### src/rtl/ex_stage_pkg.sv
// ex_stage_pkg: shared operation codes, result classes, constants and accumulate FSM encoding
package ex_stage_pkg;
    localparam logic [31:0] ZERO_WORD  = 32'h0000_0000;
    localparam logic        RST_ENABLE = 1'b1;
    localparam logic        STOP       = 1'b1;
    localparam logic        NO_STOP    = 1'b0;
    localparam logic [2:0] RES_NOP   = 3'b000;
    localparam logic [2:0] RES_LOGIC = 3'b001;
    localparam logic [2:0] RES_SHIFT = 3'b010;
    localparam logic [2:0] RES_MOVE  = 3'b011;
    localparam logic [2:0] RES_ARITH = 3'b100;
    localparam logic [2:0] RES_MUL   = 3'b101;
    localparam logic [7:0] OP_NOP   = 8'b0000_0000;
    localparam logic [7:0] OP_AND   = 8'b0010_0100;
    localparam logic [7:0] OP_OR    = 8'b0010_0101;
    localparam logic [7:0] OP_XOR   = 8'b0010_0110;
    localparam logic [7:0] OP_NOR   = 8'b0010_0111;
    localparam logic [7:0] OP_SLL   = 8'b0111_1100;
    localparam logic [7:0] OP_SRL   = 8'b0000_0010;
    localparam logic [7:0] OP_SRA   = 8'b0000_0011;
    localparam logic [7:0] OP_MOVZ  = 8'b0000_1010;
    localparam logic [7:0] OP_MOVN  = 8'b0000_1011;
    localparam logic [7:0] OP_MFHI  = 8'b0001_0000;
    localparam logic [7:0] OP_MTHI  = 8'b0001_0001;
    localparam logic [7:0] OP_MFLO  = 8'b0001_0010;
    localparam logic [7:0] OP_MTLO  = 8'b0001_0011;
    localparam logic [7:0] OP_MULT  = 8'b0001_1000;
    localparam logic [7:0] OP_MULTU = 8'b0001_1001;
    localparam logic [7:0] OP_MUL   = 8'b1010_1001;
    localparam logic [7:0] OP_MADD  = 8'b1010_0110;
    localparam logic [7:0] OP_MADDU = 8'b1010_1000;
    localparam logic [7:0] OP_MSUB  = 8'b1010_1010;
    localparam logic [7:0] OP_MSUBU = 8'b1010_1011;
    localparam logic [7:0] OP_CLZ   = 8'b1011_0000;
    localparam logic [7:0] OP_CLO   = 8'b1011_0001;
    typedef enum logic {ST_IDLE = 1'b0, ST_ACC = 1'b1} acc_state_t;
endpackage

### src/rtl/ex_lzc.sv
// ex_lzc: 32-bit leading-zero counter, result 0..32
module ex_lzc (
    input  logic [31:0] x,
    output logic [5:0]  cnt
);
    // highest set bit wins because it is visited last
    always_comb begin
        cnt = 6'd32;
        for (int i = 0; i < 32; i++)
            if (x[i]) cnt = 6'(31 - i);
    end
endmodule

### src/rtl/ex_stage.sv
// ex_stage: MIPS32 execute stage (logic/shift/move/multiply, 2-cycle multiply-accumulate); EX_CLZ_EN adds clz/clo
module ex_stage
    import ex_stage_pkg::*;
#(
    parameter int DW     = 32,
    parameter int HILO_W = 64
) (
    input  logic              clk,
    input  logic              rst,
    input  logic [5:0]        stall,
    input  logic [2:0]        alusel_i,
    input  logic [7:0]        aluop_i,
    input  logic [DW-1:0]     reg1_i,
    input  logic [DW-1:0]     reg2_i,
    input  logic [4:0]        wd_i,
    input  logic              wreg_i,
    input  logic [DW-1:0]     hi_i,
    input  logic [DW-1:0]     lo_i,
    input  logic              mem_whilo_i,
    input  logic [DW-1:0]     mem_hi_i,
    input  logic [DW-1:0]     mem_lo_i,
    input  logic              wb_whilo_i,
    input  logic [DW-1:0]     wb_hi_i,
    input  logic [DW-1:0]     wb_lo_i,
    output logic [4:0]        wd_o,
    output logic              wreg_o,
    output logic [DW-1:0]     wdata_o,
    output logic              whilo_o,
    output logic [DW-1:0]     hi_o,
    output logic [DW-1:0]     lo_o,
    output logic              stallreq
);
    acc_state_t state, state_n;
    logic [HILO_W-1:0] prod_q, product, acc_prod, hilo_sum;
    logic [DW-1:0] hi_fwd, lo_fwd, logic_res, shift_res, move_res, arith_res, mul_res, wdata;
    logic is_acc, is_sub, sgn;
    logic signed [DW:0] opa, opb;
    logic [1:0] prod_unused;
    logic stall_unused;
    assign stall_unused = ^{stall[5:4], stall[2:0]};
    assign hi_fwd = mem_whilo_i ? mem_hi_i : wb_whilo_i ? wb_hi_i : hi_i;
    assign lo_fwd = mem_whilo_i ? mem_lo_i : wb_whilo_i ? wb_lo_i : lo_i;
    assign is_acc = aluop_i inside {OP_MADD, OP_MADDU, OP_MSUB, OP_MSUBU};
    assign is_sub = aluop_i inside {OP_MSUB, OP_MSUBU};
    assign sgn    = aluop_i inside {OP_MULT, OP_MUL, OP_MADD, OP_MSUB};
    // one 33x33 signed multiplier serves both signed and unsigned forms
    assign opa = {sgn & reg1_i[DW-1], reg1_i};
    assign opb = {sgn & reg2_i[DW-1], reg2_i};
    assign {prod_unused, product} = opa * opb;
    assign acc_prod = is_sub ? -product : product;
    assign hilo_sum = {hi_fwd, lo_fwd} + prod_q;
`ifdef EX_CLZ_EN
    logic [5:0] clz_cnt, clo_cnt;
    ex_lzc u_clz (.x(reg1_i),  .cnt(clz_cnt));
    ex_lzc u_clo (.x(~reg1_i), .cnt(clo_cnt));
    assign arith_res = aluop_i == OP_CLZ ? DW'(clz_cnt) : aluop_i == OP_CLO ? DW'(clo_cnt) : ZERO_WORD;
`else
    assign arith_res = ZERO_WORD;
`endif
    // per-class results, zero for any code the class does not know
    always_comb begin
        logic_res = aluop_i == OP_AND ? reg1_i & reg2_i :
                    aluop_i == OP_OR  ? reg1_i | reg2_i :
                    aluop_i == OP_XOR ? reg1_i ^ reg2_i :
                    aluop_i == OP_NOR ? ~(reg1_i | reg2_i) : ZERO_WORD;
        shift_res = aluop_i == OP_SLL ? reg2_i << reg1_i[4:0] :
                    aluop_i == OP_SRL ? reg2_i >> reg1_i[4:0] :
                    aluop_i == OP_SRA ? DW'($signed(reg2_i) >>> reg1_i[4:0]) : ZERO_WORD;
        move_res  = aluop_i == OP_MFHI ? hi_fwd :
                    aluop_i == OP_MFLO ? lo_fwd :
                    aluop_i inside {OP_MOVN, OP_MOVZ} ? reg1_i : ZERO_WORD;
        mul_res   = aluop_i == OP_MUL ? product[DW-1:0] : ZERO_WORD;
        wdata     = alusel_i == RES_LOGIC ? logic_res :
                    alusel_i == RES_SHIFT ? shift_res :
                    alusel_i == RES_MOVE  ? move_res :
                    alusel_i == RES_ARITH ? arith_res :
                    alusel_i == RES_MUL   ? mul_res : ZERO_WORD;
    end
    // accumulate state and the product captured on entry to ACC
    always_ff @(posedge clk) begin
        if (rst == RST_ENABLE) begin
            state  <= ST_IDLE;
            prod_q <= '0;
        end else begin
            state <= state_n;
            if (state == ST_IDLE && is_acc) prod_q <= acc_prod;
        end
    end
    // next state and stage outputs; reset forces every output to zero
    always_comb begin
        state_n  = state == ST_IDLE ? (is_acc ? ST_ACC : ST_IDLE) : (stall[3] ? ST_ACC : ST_IDLE);
        wd_o     = wd_i;
        wreg_o   = wreg_i;
        wdata_o  = wdata;
        whilo_o  = 1'b0;
        hi_o     = ZERO_WORD;
        lo_o     = ZERO_WORD;
        stallreq = NO_STOP;
        if (aluop_i == OP_MOVN) wreg_o = wreg_i & (reg2_i != ZERO_WORD);
        if (aluop_i == OP_MOVZ) wreg_o = wreg_i & (reg2_i == ZERO_WORD);
        if (aluop_i inside {OP_MULT, OP_MULTU}) begin
            whilo_o       = 1'b1;
            wreg_o        = 1'b0;
            {hi_o, lo_o}  = product;
        end
        if (aluop_i == OP_MTHI) begin
            whilo_o = 1'b1;
            hi_o    = reg1_i;
            lo_o    = lo_fwd;
        end
        if (aluop_i == OP_MTLO) begin
            whilo_o = 1'b1;
            hi_o    = hi_fwd;
            lo_o    = reg1_i;
        end
        if (state == ST_ACC) begin
            whilo_o      = 1'b1;
            wreg_o       = 1'b0;
            {hi_o, lo_o} = hilo_sum;
        end else if (is_acc) begin
            wreg_o   = 1'b0;
            stallreq = STOP;
        end
        if (rst == RST_ENABLE) begin
            wd_o     = '0;
            wreg_o   = 1'b0;
            wdata_o  = ZERO_WORD;
            whilo_o  = 1'b0;
            hi_o     = ZERO_WORD;
            lo_o     = ZERO_WORD;
            stallreq = NO_STOP;
        end
    end
endmodule

### config.mk
export PLATFORM = sky130hd
export DESIGN_NAME = ex_stage
export DESIGN_NICKNAME = d
export VERILOG_FILES = /design/src/rtl/ex_stage_pkg.sv /design/src/rtl/ex_lzc.sv /design/src/rtl/ex_stage.sv
export SDC_FILE = /design/constraint.sdc
export NUM_CORES = 2
export LEC_CHECK = 0
export ABC_CLOCK_PERIOD_IN_PS = 16200
export BUFFER_PORTS_ARGS = -buffer_cell sky130_fd_sc_hd__buf_2
export CAP_MARGIN = 20
export CORE_MARGIN = 2
export CORE_UTILIZATION = 65
export CTS_CLUSTER_DIAMETER = 30
export DETAILED_ROUTE_END_ITERATION = 7
export PLACE_DENSITY_LB_ADDON = 0.12
export SYNTH_ARGS = -nofsm -noshare
export SYNTH_HDL_FRONTEND = slang
export SYNTH_SLANG_ARGS = --single-unit
### constraint.sdc
create_clock -name clk -period 16.2 [get_ports clk]
set_input_delay 2.43 -clock clk [delete_from_list [all_inputs] [get_ports clk]]
set_output_delay 2.43 -clock clk [all_outputs]
set_load 0.05 [all_outputs]
==> impl_results.md <==
* Outcome: complete, but fails checks
* Failing checks: design-rule violations
* TritonCTS clock tree: done
* # Max-Cap Violations at 0
* Critical Path Stages at 33
* Core Region at 84900 um2
* CTS buffer count at 9
* Syn avg cell area at 8.00 um2
* Syn_nets at 8684
* Crit path to: hi_o[29]
* Number of global-route vias before repair at 54600
* Die height at 296 um
* Root Buffer: clkbuf_16
* DR iter-0 viols at 8055
* Hold path startpoint: prod_q[6]
* Worst Max-Slew Pin Slew at 1.26 ns
* Largest net degree at the start of global routing at 98
* Cell Area, Synth at 55500 um2
* Post-DR wirelength/cell at 29.6 um
* Fin nets at 8762
* First-pass GRT wire length at 349000 um
* Starting Density at 0.654
* DR vias/cell at 6.69
* R2r endpoint: prod_q[61]
* Worst-path clk slew at 0.06 ns
* Synth top area share at 0.406
* CTS Buffer Depth at 2
* Number of I/O port buffers at 381
* Period utilisation layout at 0.976
* DRT antenna net count at 0
* Seq/Total Area, Yosys at 0.0234
* CP Class: input port to output port
* Setup crit start: aluop_i[6]
* RSZ-0062 raised after global routing: no
* Slowest stage delay, CP at 0.75 ns
* Post-synth top flop: dfxtp_1
* Post-Syn Instances at 6934
* CP bufs+invs at 6
* Share of cells above drive strength 1 at 0.0993
* # DRC at 157
* Critical path fanouts, max at 10
* I/O pins at 387
* CP endpoint kind: output port
* Flop2flop setup slack at 13.62 ns
* Placed wire-length estimate at 193000 um
* Startpoint Class: input port
* HP Class: flip-flop to flip-flop
* # setup viols final at 0
* Worst Clk Skew at 0.0127 ns
* Placer Congestion at 1.11
* Count of unique library cells instantiated by Yosys at 111
* Clk sinks at 65
* Max Slew Vio Count at 0
* Worst r2r path cells at 6
* Data arrival, critical path at 13.38 ns
* GRT overflow at 0
* Area grow syn2layout at 5.72%
* Final hold violation count at 0
* Via count at 54800
* Rel. slew slack at 0.150
* Ranking of synthesized cells by area: fa_1 (41%), inv_1 (8.4%), ha_1 (7.7%), nand2_1 (7.0%), nor2_1 (4.4%)
* Setup TNS at 0 ns
* Synth warnings at 0
* Initial antenna violation count at 21
* Hold Buf Count CTS at 0
* Full die area at 87700 um2
* GRT Total Usage at 0.551
* Synth Register Bits at 65
* Fillers at 6791
* Total Routed Length at 242000 um
* RR Startpoint: state
* Die Wd at 296 um
* Fmax at 63.3 MHz
* Cell mode on critical path: fa_1
* Htree depth at 3
* TritonRoute pass-1 iters at 8
* Tmin final at 15.81 ns
* CP top delay family: adder cells
* Synth area leader: fa_1
* Worst Path Required at 13.77 ns
* Rows at 107
* Clk Latency, worst-skew pair at 0.38 ns
* FFs w/ async S/R, synth at 0
* Slowest cell on the critical path: fa_1
* Post-synth EDFFs at 0
-- repair_timing --
item                                    in CTS  in global routing
resized for setup                            0                  5
setup buffers                                0                  0
endpoints found under the setup margin       0                  3
-- logic make-up (layout without fill, tap and decap cells) --
kind of cell | count (synthesis) | in the layout | share of synthesized area
simple gates | 2078 | 2078 | 0.160
buf+inv | 1734 | 1817 | 0.119
fa+ha+maj | 1467 | 1467 | 0.483
compound gates | 1185 | 1185 | 0.140
xor+xnor | 205 | 205 | 0.0325
mux | 200 | 200 | 0.0418
flops | 65 | 65 | 0.0234
other cells | 0 | 20 | 0
-- how the worst min path moves through the flow --
stage,to,slack [ns],depth (start not counted)
6_report,prod_q[6],0.46,2
5_1_grt,prod_q[29],0.49,2
4_1_cts,prod_q[6],0.46,2
3_5_place_dp,prod_q[6],0.45,2
3_3_place_gp,prod_q[6],0.44,2
2_1_floorplan,prod_q[60],0.43,2
-- sequential cells by signal (all words and copies together) (netlist names) --
register and cells:
prod_q 64, state 1
-- placed cells by master (no fill, tap or decap), types with 24 or more instances in the layout --
cell,n
o21ai_0,329
a211oi_1,114
nor2_1,655
inv_1,1236
nand2b_1,33
a221oi_1,73
or3_1,31
dfxtp_1,64
a21o_1,51
buf_2,373
a31oi_1,34
nor4_1,25
nor2b_1,26
nand3_1,52
fa_1,1126
o22ai_1,31
o211ai_1,49
mux2_2,24
buf_4,162
mux2i_1,153
nor3_1,55
a21oi_1,272
xnor2_1,130
and3_1,33
xor2_1,74
nand4_1,38
ha_1,341
nand2_1,1031
-- area by class of cell --
type	instances	area, um2	share of cell area
inverter	1258	4730	0.0806
timing repair buffer	543	3250	0.0554
clock buffer	9	225	0.00384
clock inverter	7	71.3	0.00122
antenna	20	50.0	0.000853
sequential	65	1310	0.0222
multi-input combinational	5135	47600	0.812
tap	1144	1430	0.0244
-- stage by stage --
step                      instances  utilization  worst slack [ns]  area (um2)  hold slack (ns)
after global placement         8140        0.686             0.643       58200            0.444
after CTS                      8156        0.689             0.363       58500            0.459
after detailed placement       8140        0.686             0.398       58200            0.451
final                          8181        0.691             0.390       58700            0.461
after floorplan                6934            -             0.107       55500            0.430
after global routing           8167        0.691            0.0677       58600            0.489
-- tightest hold or removal path, cell delays in order, from the launching register on --
cell     delay, ns
dfxtp_1       0.31
nand2_1       0.05
a21oi_1       0.05
-- synthesized netlist by cell type, types with 34 or more instances --
| library cell | n |
|---|---|
| nor2_1 | 656 |
| xnor2_1 | 130 |
| nand2_1 | 1031 |
| nand4_1 | 38 |
| ha_1 | 341 |
| nand3_1 | 52 |
| buf_1 | 71 |
| xor2_1 | 74 |
| a211oi_1 | 114 |
| a31oi_1 | 34 |
| fa_1 | 1126 |
| a21o_1 | 51 |
| inv_1 | 1237 |
| a21oi_1 | 272 |
| clkbuf_1 | 381 |
| o211ai_1 | 49 |
| a221oi_1 | 73 |
| o21ai_0 | 329 |
| dfxtp_1 | 65 |
| mux2i_1 | 153 |
| nor3_1 | 59 |
-- layer usage --
metal / GRT usage / share of wire / vias to the layer above
met5: 0.0111 / 0.00069 / -
met4: 0.442 / 0.10 / 17
met3: 0.238 / 0.16 / 1447
met2: 0.771 / 0.40 / 4847
met1: 0.660 / 0.33 / 26200
li1: - / - / 22200
Power is left out: the tool's default activity adds up to more than one toggle a clock period on the data nets, which glitch-free logic cannot reach.
